`config.mk`:
```
export PLATFORM = sky130hd
export DESIGN_NAME = ifu_fetch
export DESIGN_NICKNAME = d
export VERILOG_FILES = /design/src/rtl/ifu_fetch.sv
export SDC_FILE = /design/constraint.sdc
export NUM_CORES = 1
export LEC_CHECK = 0
export ABC_AREA = 1
export CAP_MARGIN = 10
export CORE_UTILIZATION = 45
export DETAILED_ROUTE_END_ITERATION = 16
export GPL_ROUTABILITY_DRIVEN = 1
export PLACE_DENSITY = 0.83
export REMOVE_ABC_BUFFERS = 1
export SYNTH_ARGS = -nofsm -noshare
export SYNTH_HDL_FRONTEND = slang
export SYNTH_SLANG_ARGS = --single-unit
```
`constraint.sdc`:
```
create_clock -name clk -period 5.46 [get_ports clk]
set_clock_uncertainty 0.15 [all_clocks]
set_input_delay 1.092 -clock clk [delete_from_list [all_inputs] [get_ports clk]]
set_output_delay 1.092 -clock clk [all_outputs]
set_load 0.02 [all_outputs]
```
`src/rtl/ifu_fetch.sv`:
```
// Instruction fetch unit: sequential PC generation, single-outstanding imem requests,
// prefetch FIFO of {inst, pc} toward the core, and flush on control-flow redirect.
module ifu_fetch #(
   parameter logic [31:0] RESET_PC   = 32'h8000_0000,
   parameter int unsigned FIFO_DEPTH = 2
) (
   input  logic        clk,
   input  logic        reset,
   input  logic        redirect_valid,
   input  logic [31:0] redirect_pc,
   output logic        imem_req_valid,
   input  logic        imem_req_ready,
   output logic [31:0] imem_req_addr,
   input  logic        imem_rsp_valid,
   input  logic [31:0] imem_rsp_data,
   output logic        inst_valid,
   input  logic        inst_ready,
   output logic [31:0] inst,
   output logic [31:0] inst_pc
);

   localparam int unsigned PTR_W = (FIFO_DEPTH > 1) ? $clog2(FIFO_DEPTH) : 1;
   localparam int unsigned CNT_W = PTR_W + 1;
   localparam logic [CNT_W-1:0] DEPTH_CNT = CNT_W'(FIFO_DEPTH);
   localparam logic [PTR_W-1:0] PTR_ONE   = PTR_W'(1);
   localparam logic [CNT_W-1:0] CNT_ONE   = CNT_W'(1);

   typedef enum logic [1:0] {
      S_REQ  = 2'd0,
      S_WAIT = 2'd1,
      S_DROP = 2'd2
   } state_t;

   state_t             state_q, state_d;
   logic [31:0]        fetch_pc_q, fetch_pc_d;
   logic [31:0]        req_pc_q, req_pc_d;
   logic               req_valid_q, req_valid_d;
   logic [PTR_W-1:0]   wr_ptr_q, wr_ptr_d;
   logic [PTR_W-1:0]   rd_ptr_q, rd_ptr_d;
   logic [CNT_W-1:0]   count_q, count_d;
   logic [31:0]        inst_mem_q [FIFO_DEPTH];
   logic [31:0]        pc_mem_q   [FIFO_DEPTH];

   logic               req_fire;
   logic               push;
   logic               pop;
   logic               unused_pc_lsbs;

   assign unused_pc_lsbs = ^redirect_pc[1:0];

   assign req_fire = req_valid_q & imem_req_ready;
   assign push     = (state_q == S_WAIT) & imem_rsp_valid & ~redirect_valid;
   assign pop      = (count_q != '0) & inst_ready & ~redirect_valid;

   always_comb begin
      state_d    = state_q;
      fetch_pc_d = fetch_pc_q;
      req_pc_d   = req_pc_q;
      wr_ptr_d   = wr_ptr_q;
      rd_ptr_d   = rd_ptr_q;
      count_d    = count_q;

      if (push) wr_ptr_d = wr_ptr_q + PTR_ONE;
      if (pop)  rd_ptr_d = rd_ptr_q + PTR_ONE;
      case ({push, pop})
         2'b10:   count_d = count_q + CNT_ONE;
         2'b01:   count_d = count_q - CNT_ONE;
         default: count_d = count_q;
      endcase

      if (redirect_valid) begin
         // A request accepted or still in flight must have its response swallowed.
         fetch_pc_d = {redirect_pc[31:2], 2'b00};
         wr_ptr_d   = '0;
         rd_ptr_d   = '0;
         count_d    = '0;
         case (state_q)
            S_REQ:   state_d = req_fire ? S_DROP : S_REQ;
            default: state_d = imem_rsp_valid ? S_REQ : S_DROP;
         endcase
      end else begin
         case (state_q)
            S_REQ: begin
               if (req_fire) begin
                  fetch_pc_d = fetch_pc_q + 32'd4;
                  req_pc_d   = fetch_pc_q;
                  state_d    = S_WAIT;
               end
            end
            default: begin
               if (imem_rsp_valid) state_d = S_REQ;
            end
         endcase
      end

      // Full check uses the post-update count, so a same-cycle pop never earns credit early.
      req_valid_d = (state_d == S_REQ) && (count_d < DEPTH_CNT);
   end

   always_ff @(posedge clk) begin
      if (reset) begin
         state_q     <= S_REQ;
         fetch_pc_q  <= RESET_PC;
         req_pc_q    <= '0;
         req_valid_q <= 1'b0;
         wr_ptr_q    <= '0;
         rd_ptr_q    <= '0;
         count_q     <= '0;
      end else begin
         state_q     <= state_d;
         fetch_pc_q  <= fetch_pc_d;
         req_pc_q    <= req_pc_d;
         req_valid_q <= req_valid_d;
         wr_ptr_q    <= wr_ptr_d;
         rd_ptr_q    <= rd_ptr_d;
         count_q     <= count_d;
      end
   end

   always_ff @(posedge clk) begin
      if (reset) begin
         for (int i = 0; i < int'(FIFO_DEPTH); i++) begin
            inst_mem_q[i] <= '0;
            pc_mem_q[i]   <= '0;
         end
      end else if (push) begin
         inst_mem_q[wr_ptr_q] <= imem_rsp_data;
         pc_mem_q[wr_ptr_q]   <= req_pc_q;
      end
   end

   assign imem_req_valid = req_valid_q;
   assign imem_req_addr  = fetch_pc_q;
   assign inst_valid     = (count_q != '0);
   assign inst           = inst_mem_q[rd_ptr_q];
   assign inst_pc        = pc_mem_q[rd_ptr_q];

endmodule

```
==> metrics.csv <==
stage,metric,value,unit
die,I/O Pins,168,
placement,placed cells,1297,
critical_path,crit start category,flop,
global_routing,M2 GR Usage,37.29,%
synth,count of different cell masters after synthesis,37,
global_routing,vias in the first global route,6684,
timing,count of final setup violators,0,
drt,drt pass-1 iters,5,
critical_path,Worst Setup End Kind,output port,
die,die height,141.2,um
timing,Fin. Hold Viols,0,
drt,Routed WL per cell,15.51,um
die,starting density of the core,46.29,%
global_routing,Top Usage Layer GRT,met2,
clock_network,Max clock buf depth,2,
global_routing,largest net degree at the start of global routing,67,
final_layout,final cell count without fillers,1330,
min_path,worst min path class,reg -> reg,
clock_network,post-CTS setup buffer count,0,
placement,Detailed Place HPWL,13.13,mm
drt,vias,6701,
timing,RSZ-0062 raised after global routing,no,
synth,Syn Area/Cell,9.558,um2
die,Placeable Area,18830,um2
synth,Post-synth ARST share,0,%
critical_path,Crit Path Max Fanout,62,
synth,top cell type's share of synthesized area,42.72,%
clock_network,total CTS buffers,17,
synth,"area leader, netlist",edfxtp_1,
timing,Worst Tran Pin Value,0.9665,ns
pwr,leakage,4.154,nW
critical_path,WP data required,4.22,ns
clock_network,clock slew at reported path FFs,0.07,ns
timing,fmax,274.0,MHz
synth,sequential fraction of the synthesis area,58.33,%
synth,Synth area leaders,"edfxtp_1 43%, dfxtp_1 16%, mux2_2 8.0%",
global_routing,initial antenna violation count,1,
final_layout,filler instances,1620,
synth,Yosys warning total,0,
final_layout,layout cells sized above 1,10.29,%
drt,routed wire length,20.62,mm
clock_network,CTS Root Cell,clkbuf_16,
synth,number of synthesized flops with an enable pin,124,
global_routing,gr ovfl total,0,
final_layout,Final Net Count,1128,
global_routing,M3 GR Usage,5.129,%
clock_network,CTS tree,built,
timing,final worst path period need,3.650,ns
placement,Area after DPL,10470,um2
drt,Residual DRC,0,
clock_network,Clock Latency Late Sink,0.43,ns
drt,vias per std cell,5.038,
die,die area,19930,um2
drt,Starting DRT DRC Count,524,
global_routing,met1 GRT Util,25.99,%
synth,Gate Count Post-Synth,912,
outcome,status,"complete, no violations",
global_routing,wire length of the first global-routing pass,32.69,mm
synth,Synth Flop Type,edfxtp_1,
pwr,PwrDens,279.5,nW/um2
timing,Final TNS setup,0,ns
timing,fin crit share,66.84,%
die,Rows,50,
clock_network,cts-stage hold buffer count,0,
placement,final RePlAce weighted congestion,0.8581,
global_routing,GRT Total Usage,21.38,%
synth,"FF+latch count, synth",192,
clock_network,H-tree depth,4,
final_layout,design area,11000,um2
critical_path,Critical Path AT,2.41,ns
timing,Pins Over Slew Limit,0,
clock_network,# resized after CTS,0,
pwr,Peak VDD IR,0.2245,mV
synth,Netlist Area Pre-Place,8717,um2
flow_run,Max Cap Violations,0,
die,Die X,141.2,um
final_layout,Layout Area Growth over Synthesis,26.17,%
placement,IO Port Bufs,161,
drt,Final ANT Viol Nets,0,
timing,Slew HR,35.57,%
critical_path,WS Path Type,reg -> out,
clock_network,CTS sink cnt,192,
## worst max-delay path, cell delays in order (launching register included)
cell	delay (ns)
dfxtp_4	0.94
mux2_2	0.42
clkdlybuf4s50_1	0.58
## power by group
group	total (mW)	internal (mW)	switching, mW	leakage [nW]
registers	1.63	1.60	0.0351	1.84
logic	0.310	0.138	0.172	2.05
clock network	1.13	0.605	0.524	0.264
total	3.07	2.34	0.732	4.15
## cell usage in the layout, fill, tap and decap left out, types with 2 or more instances in the layout
master,instances
mux2_2,62
nand2_4,2
nand4_1,7
o211ai_1,3
nand3_1,31
clkinv_2,6
nor3_1,7
clkbuf_16,17
a31oi_1,8
ha_1,2
a21oi_1,43
conb_1,4
nor2_4,2
edfxtp_1,124
clkbuf_8,2
clkdlybuf4s50_1,161
nor2_1,179
dfxtp_1,67
xor2_1,3
o21ai_0,36
nand2_1,143
buf_4,6
inv_1,119
nand3_2,3
a211oi_1,11
clkbuf_1,3
clkinv_4,2
## cells in the mapped netlist (2+ instances only)
cell type,instances
a211oi_1,11
inv_1,119
nand4_1,7
nand2_1,145
ha_1,2
buf_4,5
nor3_1,7
a31oi_1,8
buf_1,3
a21oi_1,43
nand3_2,2
nand3_1,32
dfxtp_1,68
nor2_1,179
buf_2,15
edfxtp_1,124
nor2_4,2
xor2_1,3
buf_6,8
mux2_2,62
clkbuf_1,14
o211ai_1,3
o21ai_0,36
## cell type report
cell class / instances / area (um2) / share of cell area [%]
clock inverter: 10 / 63.81 / 0.5802
clock buffer: 22 / 464.2 / 4.221
timing repair buffer: 167 / 1657 / 15.06
sequential: 192 / 5089 / 46.27
multi-input combinational: 559 / 2950 / 26.83
inverter: 119 / 446.7 / 4.061
tap: 260 / 325.3 / 2.958
antenna: 1 / 2.502 / 0.02275
## per-layer routing
layer / wire length [um] / share of wire [%] / vias to the layer above
met5: 0 / 0 / -
met4: 287 / 1.4 / 0
met3: 1277 / 6.2 / 20
met2: 10250 / 50 / 226
met1: 8808 / 43 / 3183
li1: - / - / 3272
## state kept, by name (all words and copies together), names as in the netlist, named ones only
signal          flops
inst_mem_q         64
req_pc_q           30
pc_mem_q           60
imem_req_valid      1
rd_ptr_q            1
wr_ptr_q            1
count_q             2
imem_req_addr      30
state_q             2
## cells by family after synthesis
group | synth area share [%]
AND/OR/NAND/NOR | 18.07
flip-flops | 58.33
buffers and inverters | 8.181
AO/OA/AOI/OAI | 6.674
multiplexers | 8.009
XOR/XNOR | 0.4020
adder cells (fa/ha/maj) | 0.2870
other | 0.04302
## metrics by stage
| stage | hold slack, ns | worst slack [ns] | util [%] | total power, mW |
|---|---|---|---|---|
| 6_report | 0.3261 | 1.810 | 58.41 | 3.074 |
| 2_1_floorplan | 0.2972 | 1.405 | - | 1.808 |
| 3_3_place_gp | 0.2987 | 1.439 | 55.59 | 1.968 |
| 4_1_cts | 0.3201 | 1.769 | 58.39 | 3.093 |
| 3_5_place_dp | 0.3087 | 1.380 | 55.59 | 1.976 |
| 5_1_grt | 0.3373 | 1.661 | 58.41 | 3.182 |
## path summary, 6_finish.rpt
| path | start | end | slack (ns) | cells past startpoint |
|---|---|---|---|---|
| worst max-delay path | flop | inst_pc[17] | 1.81 | 2 |
| worst min-delay path | req_pc_q[30]$_SDFFE_PP0P_ | req_pc_q[30]$_SDFFE_PP0P_ | 0.33 | 2 |
| worst max register to register | state_q[1]$_SDFF_PP0_ | inst_mem_q[1][8]$_SDFFCE_PN0P_ | 2.98 | 4 |
| worst min register to register | req_pc_q[30]$_SDFFE_PP0P_ | req_pc_q[30]$_SDFFE_PP0P_ | 0.33 | 2 |
No activity file was read; power rests on OpenSTA's default activity.
